`src/rtl/btc_job_loader_if.sv`:
```
// Bus bundle for btc_job_loader: Wishbone classic slave port plus the job valid/ready stream.
// The slave modport is the loader's view; master is the firmware/miner side.
interface btc_job_loader_if #(
  parameter int BITS      = 32,
  parameter int HDR_WORDS = 19
);
  logic                      wbs_cyc_i;
  logic                      wbs_stb_i;
  logic                      wbs_we_i;
  logic [BITS/8-1:0]         wbs_sel_i;
  logic [BITS-1:0]           wbs_adr_i;
  logic [BITS-1:0]           wbs_dat_i;
  logic                      wbs_ack_o;
  logic [BITS-1:0]           wbs_dat_o;
  logic                      job_valid;
  logic                      job_ready;
  logic [BITS*HDR_WORDS-1:0] job_header;
  logic [255:0]              job_target;
  logic [BITS-1:0]           job_nonce_start;

  modport slave (
    input  wbs_cyc_i, wbs_stb_i, wbs_we_i, wbs_sel_i, wbs_adr_i, wbs_dat_i, job_ready,
    output wbs_ack_o, wbs_dat_o, job_valid, job_header, job_target, job_nonce_start
  );

  modport master (
    output wbs_cyc_i, wbs_stb_i, wbs_we_i, wbs_sel_i, wbs_adr_i, wbs_dat_i, job_ready,
    input  wbs_ack_o, wbs_dat_o, job_valid, job_header, job_target, job_nonce_start
  );
endinterface

```
`src/rtl/btc_job_loader.sv`:
```
// Wishbone job staging, commit snapshot and nBits-to-target expansion for the miner controller.
// Define JOB_LOADER_TARGET_DECODE_EN to build the compact-target shifter; otherwise nBits is passed raw.
module btc_job_loader #(
  parameter int BITS      = 32,
  parameter int HDR_WORDS = 19
) (
  input logic             clk,
  input logic             rst_n,
  btc_job_loader_if.slave bus
);
  localparam int         STG_WORDS  = HDR_WORDS + 1;
  localparam int         HDR_W      = BITS * HDR_WORDS;
  localparam logic [4:0] IDX_NONCE  = 5'd19;
  localparam logic [4:0] IDX_CTRL   = 5'd20;
  localparam logic [4:0] IDX_STATUS = 5'd21;

  typedef enum logic [1:0] {
    ST_IDLE   = 2'd0,
    ST_DECODE = 2'd1,
    ST_VALID  = 2'd2
  } state_t;

  state_t            state_r;
  state_t            state_nxt_s;
  logic [BITS-1:0]   stg_r [STG_WORDS];
  logic              ack_r;
  logic [BITS-1:0]   dat_r;
  logic              job_valid_r;
  logic [HDR_W-1:0]  job_header_r;
  logic [255:0]      job_target_r;
  logic [BITS-1:0]   job_nonce_r;
  logic              target_err_r;
  logic              overrun_r;
  logic [7:0]        jobs_taken_r;

  logic              req_s;
  logic              wr_s;
  logic [4:0]        idx_s;
  logic              ctrl_wr_s;
  logic              commit_s;
  logic              clr_s;
  logic              xfer_s;
  logic              accept_s;
  logic              drop_s;
  logic              decoding_s;
  logic [BITS-1:0]   stg_nbits_s;
  logic [BITS-1:0]   status_s;
  logic [BITS-1:0]   rd_s;
  logic              unused_s;

`ifdef JOB_LOADER_TARGET_DECODE_EN
  logic [7:0]        shift_cnt_r;
  logic              shift_left_r;
  logic [7:0]        exp_s;
  logic              nbits_err_s;
  logic [7:0]        shift_cnt_s;
`endif

  assign req_s       = bus.wbs_cyc_i & bus.wbs_stb_i & ~ack_r;
  assign wr_s        = req_s & bus.wbs_we_i;
  assign idx_s       = bus.wbs_adr_i[6:2];
  assign ctrl_wr_s   = wr_s & (idx_s == IDX_CTRL) & bus.wbs_sel_i[0];
  assign commit_s    = ctrl_wr_s & bus.wbs_dat_i[0];
  assign clr_s       = ctrl_wr_s & bus.wbs_dat_i[1];
  assign xfer_s      = job_valid_r & bus.job_ready;
  assign decoding_s  = (state_r == ST_DECODE);
  assign stg_nbits_s = stg_r[HDR_WORDS-1];
  assign status_s    = {16'h0000, jobs_taken_r, 4'h0, overrun_r, target_err_r, decoding_s, job_valid_r};
  assign unused_s    = ^{bus.wbs_adr_i[BITS-1:7], bus.wbs_adr_i[1:0]};

`ifdef JOB_LOADER_TARGET_DECODE_EN
  // Compact exponent: byte shift count relative to the 3-byte mantissa, plus malformed-target detection
  assign exp_s       = stg_nbits_s[31:24];
  assign nbits_err_s = stg_nbits_s[23] | (exp_s > 8'd32);
  assign shift_cnt_s = (exp_s > 8'd3) ? (exp_s - 8'd3) : (8'd3 - exp_s);
`endif

  assign bus.wbs_ack_o       = ack_r;
  assign bus.wbs_dat_o       = dat_r;
  assign bus.job_valid       = job_valid_r;
  assign bus.job_header      = job_header_r;
  assign bus.job_target      = job_target_r;
  assign bus.job_nonce_start = job_nonce_r;

  // Read-data mux for the register map
  always_comb begin
    rd_s = {BITS{1'b0}};
    if (idx_s <= IDX_NONCE) begin
      rd_s = stg_r[idx_s];
    end else if (idx_s == IDX_STATUS) begin
      rd_s = status_s;
    end else begin
      rd_s = {BITS{1'b0}};
    end
  end

  // Wishbone acknowledge, registered read data and byte-lane staging writes
  always_ff @(posedge clk) begin
    if (!rst_n) begin
      ack_r <= 1'b0;
      dat_r <= {BITS{1'b0}};
      for (int w = 0; w < STG_WORDS; w++) begin
        stg_r[w] <= {BITS{1'b0}};
      end
    end else begin
      ack_r <= req_s;
      if (req_s) begin
        dat_r <= rd_s;
      end
      if (wr_s && (idx_s <= IDX_NONCE)) begin
        for (int b = 0; b < BITS/8; b++) begin
          if (bus.wbs_sel_i[b]) begin
            stg_r[idx_s][8*b +: 8] <= bus.wbs_dat_i[8*b +: 8];
          end
        end
      end
    end
  end

  // FSM state register
  always_ff @(posedge clk) begin
    if (!rst_n) begin
      state_r <= ST_IDLE;
    end else begin
      state_r <= state_nxt_s;
    end
  end

  // FSM next state; a commit coinciding with a handshake transfer chains straight into the next job
  always_comb begin
    state_nxt_s = state_r;
    accept_s    = 1'b0;
    drop_s      = 1'b0;
    case (state_r)
      ST_IDLE: begin
        if (commit_s) begin
          accept_s    = 1'b1;
          state_nxt_s = ST_DECODE;
        end else begin
          state_nxt_s = ST_IDLE;
        end
      end
      ST_DECODE: begin
        drop_s = commit_s;
`ifdef JOB_LOADER_TARGET_DECODE_EN
        if (target_err_r || (shift_cnt_r == 8'd0)) begin
          state_nxt_s = ST_VALID;
        end else begin
          state_nxt_s = ST_DECODE;
        end
`else
        state_nxt_s = ST_VALID;
`endif
      end
      ST_VALID: begin
        if (xfer_s) begin
          if (commit_s) begin
            accept_s    = 1'b1;
            state_nxt_s = ST_DECODE;
          end else begin
            state_nxt_s = ST_IDLE;
          end
        end else begin
          drop_s      = commit_s;
          state_nxt_s = ST_VALID;
        end
      end
      default: begin
        state_nxt_s = ST_IDLE;
      end
    endcase
  end

  // Job snapshot, target shifter and status bookkeeping
  always_ff @(posedge clk) begin
    if (!rst_n) begin
      job_valid_r  <= 1'b0;
      job_header_r <= {HDR_W{1'b0}};
      job_target_r <= 256'd0;
      job_nonce_r  <= {BITS{1'b0}};
      target_err_r <= 1'b0;
      overrun_r    <= 1'b0;
      jobs_taken_r <= 8'd0;
`ifdef JOB_LOADER_TARGET_DECODE_EN
      shift_cnt_r  <= 8'd0;
      shift_left_r <= 1'b0;
`endif
    end else begin
      job_valid_r <= (state_nxt_s == ST_VALID);
      if (xfer_s) begin
        jobs_taken_r <= jobs_taken_r + 8'd1;
      end
      // Clear is applied after the dropped-commit set, so a combined write leaves overrun at 0
      if (clr_s) begin
        overrun_r <= 1'b0;
      end else if (drop_s) begin
        overrun_r <= 1'b1;
      end
      if (accept_s) begin
        for (int i = 0; i < HDR_WORDS; i++) begin
          job_header_r[BITS*i +: BITS] <= stg_r[i];
        end
        job_nonce_r <= stg_r[HDR_WORDS];
`ifdef JOB_LOADER_TARGET_DECODE_EN
        job_target_r <= {233'd0, stg_nbits_s[22:0]};
        target_err_r <= nbits_err_s;
        shift_cnt_r  <= shift_cnt_s;
        shift_left_r <= (exp_s > 8'd3);
`else
        job_target_r <= {{(256-BITS){1'b0}}, stg_nbits_s};
        target_err_r <= 1'b0;
`endif
      end
`ifdef JOB_LOADER_TARGET_DECODE_EN
      else if (state_r == ST_DECODE) begin
        if (target_err_r) begin
          job_target_r <= 256'd0;
        end else if (shift_cnt_r != 8'd0) begin
          shift_cnt_r <= shift_cnt_r - 8'd1;
          if (shift_left_r) begin
            job_target_r <= {job_target_r[247:0], 8'h00};
          end else begin
            job_target_r <= {8'h00, job_target_r[255:8]};
          end
        end
      end
`endif
    end
  end
endmodule

```
`src/flat_wrapper.sv`:
```
// flat-port wrapper written by rule: the top's interface ports become plain ports
module btc_job_loader_flat 
#(
  parameter int BITS      = 32,
  parameter int HDR_WORDS = 19
)
  (clk, rst_n, bus_wbs_cyc_i, bus_wbs_stb_i, bus_wbs_we_i, bus_wbs_sel_i, bus_wbs_adr_i, bus_wbs_dat_i, bus_job_ready, bus_wbs_ack_o, bus_wbs_dat_o, bus_job_valid, bus_job_header, bus_job_target, bus_job_nonce_start);
  btc_job_loader_if #(.BITS(BITS), .HDR_WORDS(HDR_WORDS)) bus_i ();
  input logic clk;
  input logic rst_n;
  input wire logic [$bits(bus_i.wbs_cyc_i)-1:0] bus_wbs_cyc_i;
  input wire logic [$bits(bus_i.wbs_stb_i)-1:0] bus_wbs_stb_i;
  input wire logic [$bits(bus_i.wbs_we_i)-1:0] bus_wbs_we_i;
  input wire logic [$bits(bus_i.wbs_sel_i)-1:0] bus_wbs_sel_i;
  input wire logic [$bits(bus_i.wbs_adr_i)-1:0] bus_wbs_adr_i;
  input wire logic [$bits(bus_i.wbs_dat_i)-1:0] bus_wbs_dat_i;
  input wire logic [$bits(bus_i.job_ready)-1:0] bus_job_ready;
  output wire logic [$bits(bus_i.wbs_ack_o)-1:0] bus_wbs_ack_o;
  output wire logic [$bits(bus_i.wbs_dat_o)-1:0] bus_wbs_dat_o;
  output wire logic [$bits(bus_i.job_valid)-1:0] bus_job_valid;
  output wire logic [$bits(bus_i.job_header)-1:0] bus_job_header;
  output wire logic [$bits(bus_i.job_target)-1:0] bus_job_target;
  output wire logic [$bits(bus_i.job_nonce_start)-1:0] bus_job_nonce_start;
  assign bus_i.wbs_cyc_i = bus_wbs_cyc_i;
  assign bus_i.wbs_stb_i = bus_wbs_stb_i;
  assign bus_i.wbs_we_i = bus_wbs_we_i;
  assign bus_i.wbs_sel_i = bus_wbs_sel_i;
  assign bus_i.wbs_adr_i = bus_wbs_adr_i;
  assign bus_i.wbs_dat_i = bus_wbs_dat_i;
  assign bus_i.job_ready = bus_job_ready;
  assign bus_wbs_ack_o = bus_i.wbs_ack_o;
  assign bus_wbs_dat_o = bus_i.wbs_dat_o;
  assign bus_job_valid = bus_i.job_valid;
  assign bus_job_header = bus_i.job_header;
  assign bus_job_target = bus_i.job_target;
  assign bus_job_nonce_start = bus_i.job_nonce_start;
  btc_job_loader #(.BITS(BITS), .HDR_WORDS(HDR_WORDS)) u_core (.clk(clk), .rst_n(rst_n), .bus(bus_i));
endmodule
```
`config.mk`:
```
export PLATFORM = sky130hd
export DESIGN_NAME = btc_job_loader_flat
export DESIGN_NICKNAME = d
export VERILOG_FILES = /design/src/rtl/btc_job_loader_if.sv /design/src/rtl/btc_job_loader.sv /design/src/flat_wrapper.sv
export SDC_FILE = /design/constraint.sdc
export NUM_CORES = 2
export LEC_CHECK = 0
export BUFFER_PORTS_ARGS = -buffer_cell sky130_fd_sc_hd__buf_2
export CORE_MARGIN = 2
export CORE_UTILIZATION = 25
export CTS_BUF_LIST = sky130_fd_sc_hd__clkbuf_8
export CTS_CLUSTER_SIZE = 28
export DETAILED_ROUTE_END_ITERATION = 6
export PLACE_DENSITY = 0.43
export REMOVE_ABC_BUFFERS = 1
export SKIP_CTS_REPAIR_TIMING = 1
export SYNTH_ARGS = -nofsm -noshare
export SYNTH_HDL_FRONTEND = slang
export SYNTH_SLANG_ARGS = --single-unit
```
`constraint.sdc`:
```
create_clock -name clk -period 5.9 [get_ports clk]
set_input_delay 0.295 -clock clk [delete_from_list [all_inputs] [get_ports clk]]
set_output_delay 0.295 -clock clk [all_outputs]
set_load 0.01 [all_outputs]
```
Word-level counts from Yosys, hierarchy flattened
Memories as Yosys holds them, arrays and structs flattened. A register that Yosys moved wholly into a read port is not among the register bits.
Cells that the tools add are included.

storage, ports and cells
  flip-flop bits (word level) = 685
  output and inout bits = 930
  input port bits = 74
  word-level logic and storage cells = 79
  memories = 1
  memory bits (writable) = 640

memories
  name          words  bits a word  rd ports  clocked after Yosys merged registers in  write ports  line                  text
  u_core.stg_r  20     32           21        19                                       20           btc_job_loader.sv:25  logic [BITS-1:0] stg_r [STG_WORDS];

cells by class
  $add $sub $neg = 1
  equal/unequal tests = 5
  muxes and demuxes = 30
  reductions and logical operators = 23
  bitwise gates (word level) = 10
  $lt $le $gt $ge = 1

operators with widths
  operator             count
  $mux 32              2
  $reduce_or 32->1     1
  $mux 1               21
  $logic_not 1->1      19
  $mux 16              1
  $eq 5x5->1 const B   2
  $add 8x1->8 const B  1
  $and 1x1->1          8
  $pmux 2 s3           1
  $le 5x5->1 const B   1
  $mux 5               1
  $eq 2x2->1 const B   2
  $mux 4               1
  $pmux 1 s2           2
  $eq 2x1->1 const B   1
  $logic_not 2->1      1
  $mux 2               1
  $not 1->1            2
  $reduce_or 2->1      1
  $logic_and 1x1->1    1

Logic depth before layout (Yosys ltp)
  depth after elaboration = 10
  mapped depth = 8
  gate-level depth less buffers = 5

Worst setup path before layout
Ideal clock, no wire load.

  path kind = input-to-reg
  start = input bus_wbs_adr_i[2]
  end = memory u_core.stg_r[14][0], enable pin
  library setup time = 0.384 ns
  stages = 6
  arrival = 1.820 ns
  setup slack = 3.696 ns
  required time = 5.516 ns
  buffers on the path = 3
  path through = buf_6 -> buf_6 -> buf_6 -> and2b_1 -> nand3_1 -> o21ai_0

RTL lines
  what         line                  text
  from (decl)  flat_wrapper.sv:15    input wire logic [$bits(bus_i.wbs_adr_i)-1:0] bus_wbs_adr_i;
  to (decl)    btc_job_loader.sv:25

==> summary by stage <==
Placement
The number of input and output port buffers inserted is 752. The standard cell area after detailed placement is 64600 um^2. The congestion estimate from routability-driven global placement came to 0.787.

The HPWL after detailed placement is 167000 um.

Synthesis
The complex-gate fraction of the synthesized area is 0.0323. In this run, synthesis inferred 640 flip-flops with an integrated enable. In this run the mean area of a mapped cell was 11.1 um^2. Measured against the total synthesized area, the mux share comes to 0.166.

The simple-gate portion of the synthesized area is 0.167. In the post-synthesis netlist, the biggest area contributors are sky130_fd_sc_hd__edfxtp_1 (32%), sky130_fd_sc_hd__dfxtp_1 (23%), sky130_fd_sc_hd__mux2i_1 (14%). Of the synthesized area, sequential elements account for 0.554. The post-synthesis adder-cell area fraction is 0.00105. The leading area contributor after synthesis is sky130_fd_sc_hd__edfxtp_1.

The async set-reset flop share out of synthesis is 0. For this run, the leading register cell type out of synthesis is sky130_fd_sc_hd__dfxtp_1. Of the post-synthesis cell area, the dominant cell type holds 0.324.

The synthesized netlist cell count is 5336. The number of synthesis warnings is 0. Counting flops and latches in the post-synthesis netlist gives 1325. The xor and xnor fraction of the mapped netlist area is 0.000885. In this run, distinct cell masters in the synthesized netlist total 62.

The dominant combinational cell family by area after synthesis is simple AND/OR/NAND/NOR gates. Summing every instance area after synthesis gives 59400 um^2.

STA
The final critical-path required period is 3690 ps. The max-slew violation count is 0. The final number of setup-violating endpoints is 0. Setup repair after global routing left no endpoint under its margin. Adding up every negative setup slack in the final design gives 0 ps.

Of the available clock period, the critical path in the final layout requires 0.625. Based on the critical path, the design can be clocked at up to 0.271 GHz. On the final layout, the worst hold slack is 39.5 ps. The setup clock skew after layout is 74.7 ps. The transition time of the tightest slew-check pin is 1270 ps.

Measured against its own limit, the worst slew margin works out to 0.144. The final-report hold violation count was 0.

Layout
The final design instance area without fill is 70200 um^2. Fill cells in the final layout number 24800. The area added between synthesis and finish is 18.1%. The ratio of cells with drive above 1 in the final layout is 0.213. The total number of nets in the final design is 6207. The most common cell after layout, fill and taps aside is sky130_fd_sc_hd__nand2_1.

Leaving out fill and tap cells, the most frequent cells in the layout are sky130_fd_sc_hd__nand2_1 (1305), sky130_fd_sc_hd__mux2i_1 (830), sky130_fd_sc_hd__buf_2 (749), sky130_fd_sc_hd__dfxtp_1 (685), sky130_fd_sc_hd__edfxtp_1 (640).

GRT
Entering global routing, the biggest net connects 192 pins. For this run, global-route usage on met1 was measured as 0.246. The global-route track usage on met2 is 0.299. The initial antenna violation count is 28.

The first global-routing pass estimated 320000 um of wire. The via count of the first global-routing pass is 41400. The met3 layer usage reported by global route is 0.0419. The total congestion overflow after global routing is 0. For this run, the total global-route usage over all layers was measured as 0.185. The layer flagged by global routing as most heavily used is met2.

Power and ir drop
The largest vdd supply drop is 0.129 mV. Dividing total power by cell area gives a power density of 291 nW/um^2. Summed over all cells, the static leakage comes to 27.7 nW. The total power consumption of the routed design is 20.4 mW.

Clocking
Clock-pin slew was measured on the worst setup and hold paths at 60 ps. The clock tree root buffer cell is sky130_fd_sc_hd__clkbuf_8. The level count of the clock H-tree is 5. The number of buffers on the longest clock path is 4. TritonCTS created 275 clock buffers. The clock tree from TritonCTS is built. The TritonCTS sink count is 1325. For the worst-skew pair, the clock arrives at the later sink with an insertion delay of 1060 ps.

Floorplan
The die covers 242000 um^2. The core region is 236000 um^2. The number of top-level pins is 1004. In this run the horizontal extent of the chip is 491 um. Measured along the y axis, the die boundary spans 491 um. The floorplan has 178 rows. For this configuration, the core starts out at a cell density of 0.252.

Worst setup path
Setup slack on the worst reg-to-reg path comes out at 2440 ps. The critical path is of the input pin to flop type. Data on the critical path is required at its endpoint by 6520 ps. The startpoint of the worst setup timing path is bus_wbs_adr_i[4]. The highest net fanout along the worst path is 26. The depth of the worst register-to-register path is 6.

The startpoint type of the worst setup path is an input pin. The startpoint of the worst register-to-register path is u_core.bus.wbs_ack_o$_SDFF_PN0_. STA puts the critical path data arrival time at 4310 ps.

The most critical setup path has its endpoint at u_core.stg_r[11][6]$_SDFFCE_PN0P_. The endpoint identified for the worst register-to-register timing path is u_core.stg_r[5][24]$_SDFFCE_PN0P_. The critical path capture point type is a flop.

Flow run
The count of max-cap constraint violations is 0.

Routing
The number of design rule violations left after detail routing is 0. The average via count per standard cell is 4.39. Before antenna repair, the detailed router went through 5 iterations.

The average wire length per cell after detail routing is 24.5 um. The routed layout has 41700 vias. The antenna violation net count after detailed routing is 0. For this block, the initial DRC count from the detailed router was 2667. The aggregate routed wire length is 232000 um.

Run status
The flow ran to the end, and the final reports show no timing, DRC or antenna violations.

Hold path
The tightest min-delay check is of the input pin to flop type.
[kinds of logic (layout without fill, tap and decap cells)]
family	after synthesis	count (layout)
compound gates	307	307
xor+xnor	6	6
fa+ha+maj	5	5
buf+inv	650	1416
flops	1325	1325
mux	902	902
other cells	1	240
simple gates	2140	2140
[stage by stage]
stage | setup slack [ps] | instances | utilization
2_1_floorplan | -32490 | 4913 | -
3_3_place_gp | 1830 | 8961 | 0.274
3_5_place_dp | 1740 | 8961 | 0.274
4_1_cts | 2320 | 9435 | 0.296
5_1_grt | 2200 | 9482 | 0.297
6_report | 2210 | 9491 | 0.298
[cells in the mapped netlist, types with 3 or more instances]
| master | n |
|---|---|
| sky130_fd_sc_hd__nand2_1 | 1306 |
| sky130_fd_sc_hd__mux2i_1 | 830 |
| sky130_fd_sc_hd__dfxtp_1 | 685 |
| sky130_fd_sc_hd__edfxtp_1 | 640 |
| sky130_fd_sc_hd__and2_1 | 630 |
| sky130_fd_sc_hd__buf_4 | 272 |
| sky130_fd_sc_hd__clkbuf_1 | 253 |
| sky130_fd_sc_hd__o21ai_0 | 126 |
| sky130_fd_sc_hd__nor2_1 | 110 |
| sky130_fd_sc_hd__buf_12 | 66 |
| sky130_fd_sc_hd__mux4_2 | 65 |
| sky130_fd_sc_hd__o211ai_1 | 42 |
| sky130_fd_sc_hd__a22oi_1 | 37 |
| sky130_fd_sc_hd__o22ai_1 | 34 |
| sky130_fd_sc_hd__buf_2 | 32 |
| sky130_fd_sc_hd__nor3_1 | 25 |
| sky130_fd_sc_hd__a31oi_1 | 21 |
| sky130_fd_sc_hd__nand3_1 | 16 |
| sky130_fd_sc_hd__buf_6 | 15 |
| sky130_fd_sc_hd__a211oi_1 | 12 |
| sky130_fd_sc_hd__a21oi_1 | 11 |
| sky130_fd_sc_hd__nand2b_1 | 9 |
| sky130_fd_sc_hd__buf_1 | 8 |
| sky130_fd_sc_hd__mux2_2 | 7 |
| sky130_fd_sc_hd__nand4_1 | 6 |
| sky130_fd_sc_hd__o2111ai_1 | 6 |
| sky130_fd_sc_hd__ha_1 | 5 |
| sky130_fd_sc_hd__inv_1 | 4 |
| sky130_fd_sc_hd__nor4_1 | 4 |
| sky130_fd_sc_hd__o22a_1 | 4 |
| sky130_fd_sc_hd__xnor2_1 | 4 |
| sky130_fd_sc_hd__a21boi_0 | 3 |
| sky130_fd_sc_hd__and3b_1 | 3 |
| sky130_fd_sc_hd__nand4_2 | 3 |
| sky130_fd_sc_hd__nor2b_1 | 3 |
| sky130_fd_sc_hd__o32ai_1 | 3 |
| sky130_fd_sc_hd__or4b_1 | 3 |
[worst max-delay path, cell delays in order]
cell                            delay (ps)
sky130_fd_sc_hd__dlygate4sd3_1         590
sky130_fd_sc_hd__buf_2                 370
sky130_fd_sc_hd__inv_2                 610
sky130_fd_sc_hd__buf_4                 480
sky130_fd_sc_hd__nand4_2               760
sky130_fd_sc_hd__o21ai_0              1150
[worst min-delay path by stage]
stage                                            start                                 endpoint  slack, ps  depth (start not counted)
6_report                                 bus_wbs_stb_i    u_core.bus.wbs_dat_o[27]$_SDFFE_PN0N_         40                          4
4_1_cts                                  bus_job_ready      u_core.jobs_taken_r[1]$_SDFFE_PN0P_       -410                          4
3_5_place_dp   u_core.bus.job_header[456]$_SDFFE_PN0P_  u_core.bus.job_header[456]$_SDFFE_PN0P_        440                          2
5_1_grt                                  bus_wbs_stb_i    u_core.bus.wbs_dat_o[11]$_SDFFE_PN0N_         -7                          4
3_3_place_gp   u_core.bus.job_header[287]$_SDFFE_PN0P_  u_core.bus.job_header[287]$_SDFFE_PN0P_        440                          2
2_1_floorplan                                    rst_n          u_core.bus.wbs_ack_o$_SDFF_PN0_        420                          1
[metal layers]
| layer | wire length (um) | vias up | part of all wire |
|---|---|---|---|
| li1 | - | 19300 | - |
| met1 | 104000 | 20800 | 0.45 |
| met4 | 5920 | 0 | 0.025 |
| met3 | 13000 | 280 | 0.056 |
| met5 | 0 | - | 0 |
| met2 | 109000 | 1275 | 0.47 |
[report_power, final]
part | switching, mW | leakage [nW] | internal [mW]
registers | 0.132 | 12.0 | 9.82
logic | 0.907 | 12.7 | 0.320
clock network | 4.24 | 2.99 | 5.01
[registers in the layout (all words and copies together) (netlist names)]
name / count
u_core.state_r: 2
u_core.bus.job_header: 608
u_core.bus.job_valid: 1
u_core.bus.job_nonce_start: 32
u_core.jobs_taken_r: 8
u_core.overrun_r: 1
u_core.bus.wbs_dat_o: 32
u_core.bus.wbs_ack_o: 1
u_core.stg_r: 640
[final cells by class]
class | count | area, um^2 | share of cell area
antenna | 16 | 40.0 | 0.000571
clock buffer | 311 | 4280 | 0.0610
clock inverter | 163 | 822 | 0.0117
inverter | 4 | 15.0 | 0.000214
multi-input combinational | 3584 | 22700 | 0.323
sequential | 1325 | 32900 | 0.469
tap | 3150 | 3940 | 0.0562
timing repair buffer | 938 | 5490 | 0.0782
Power figures use the tool's default switching activity.
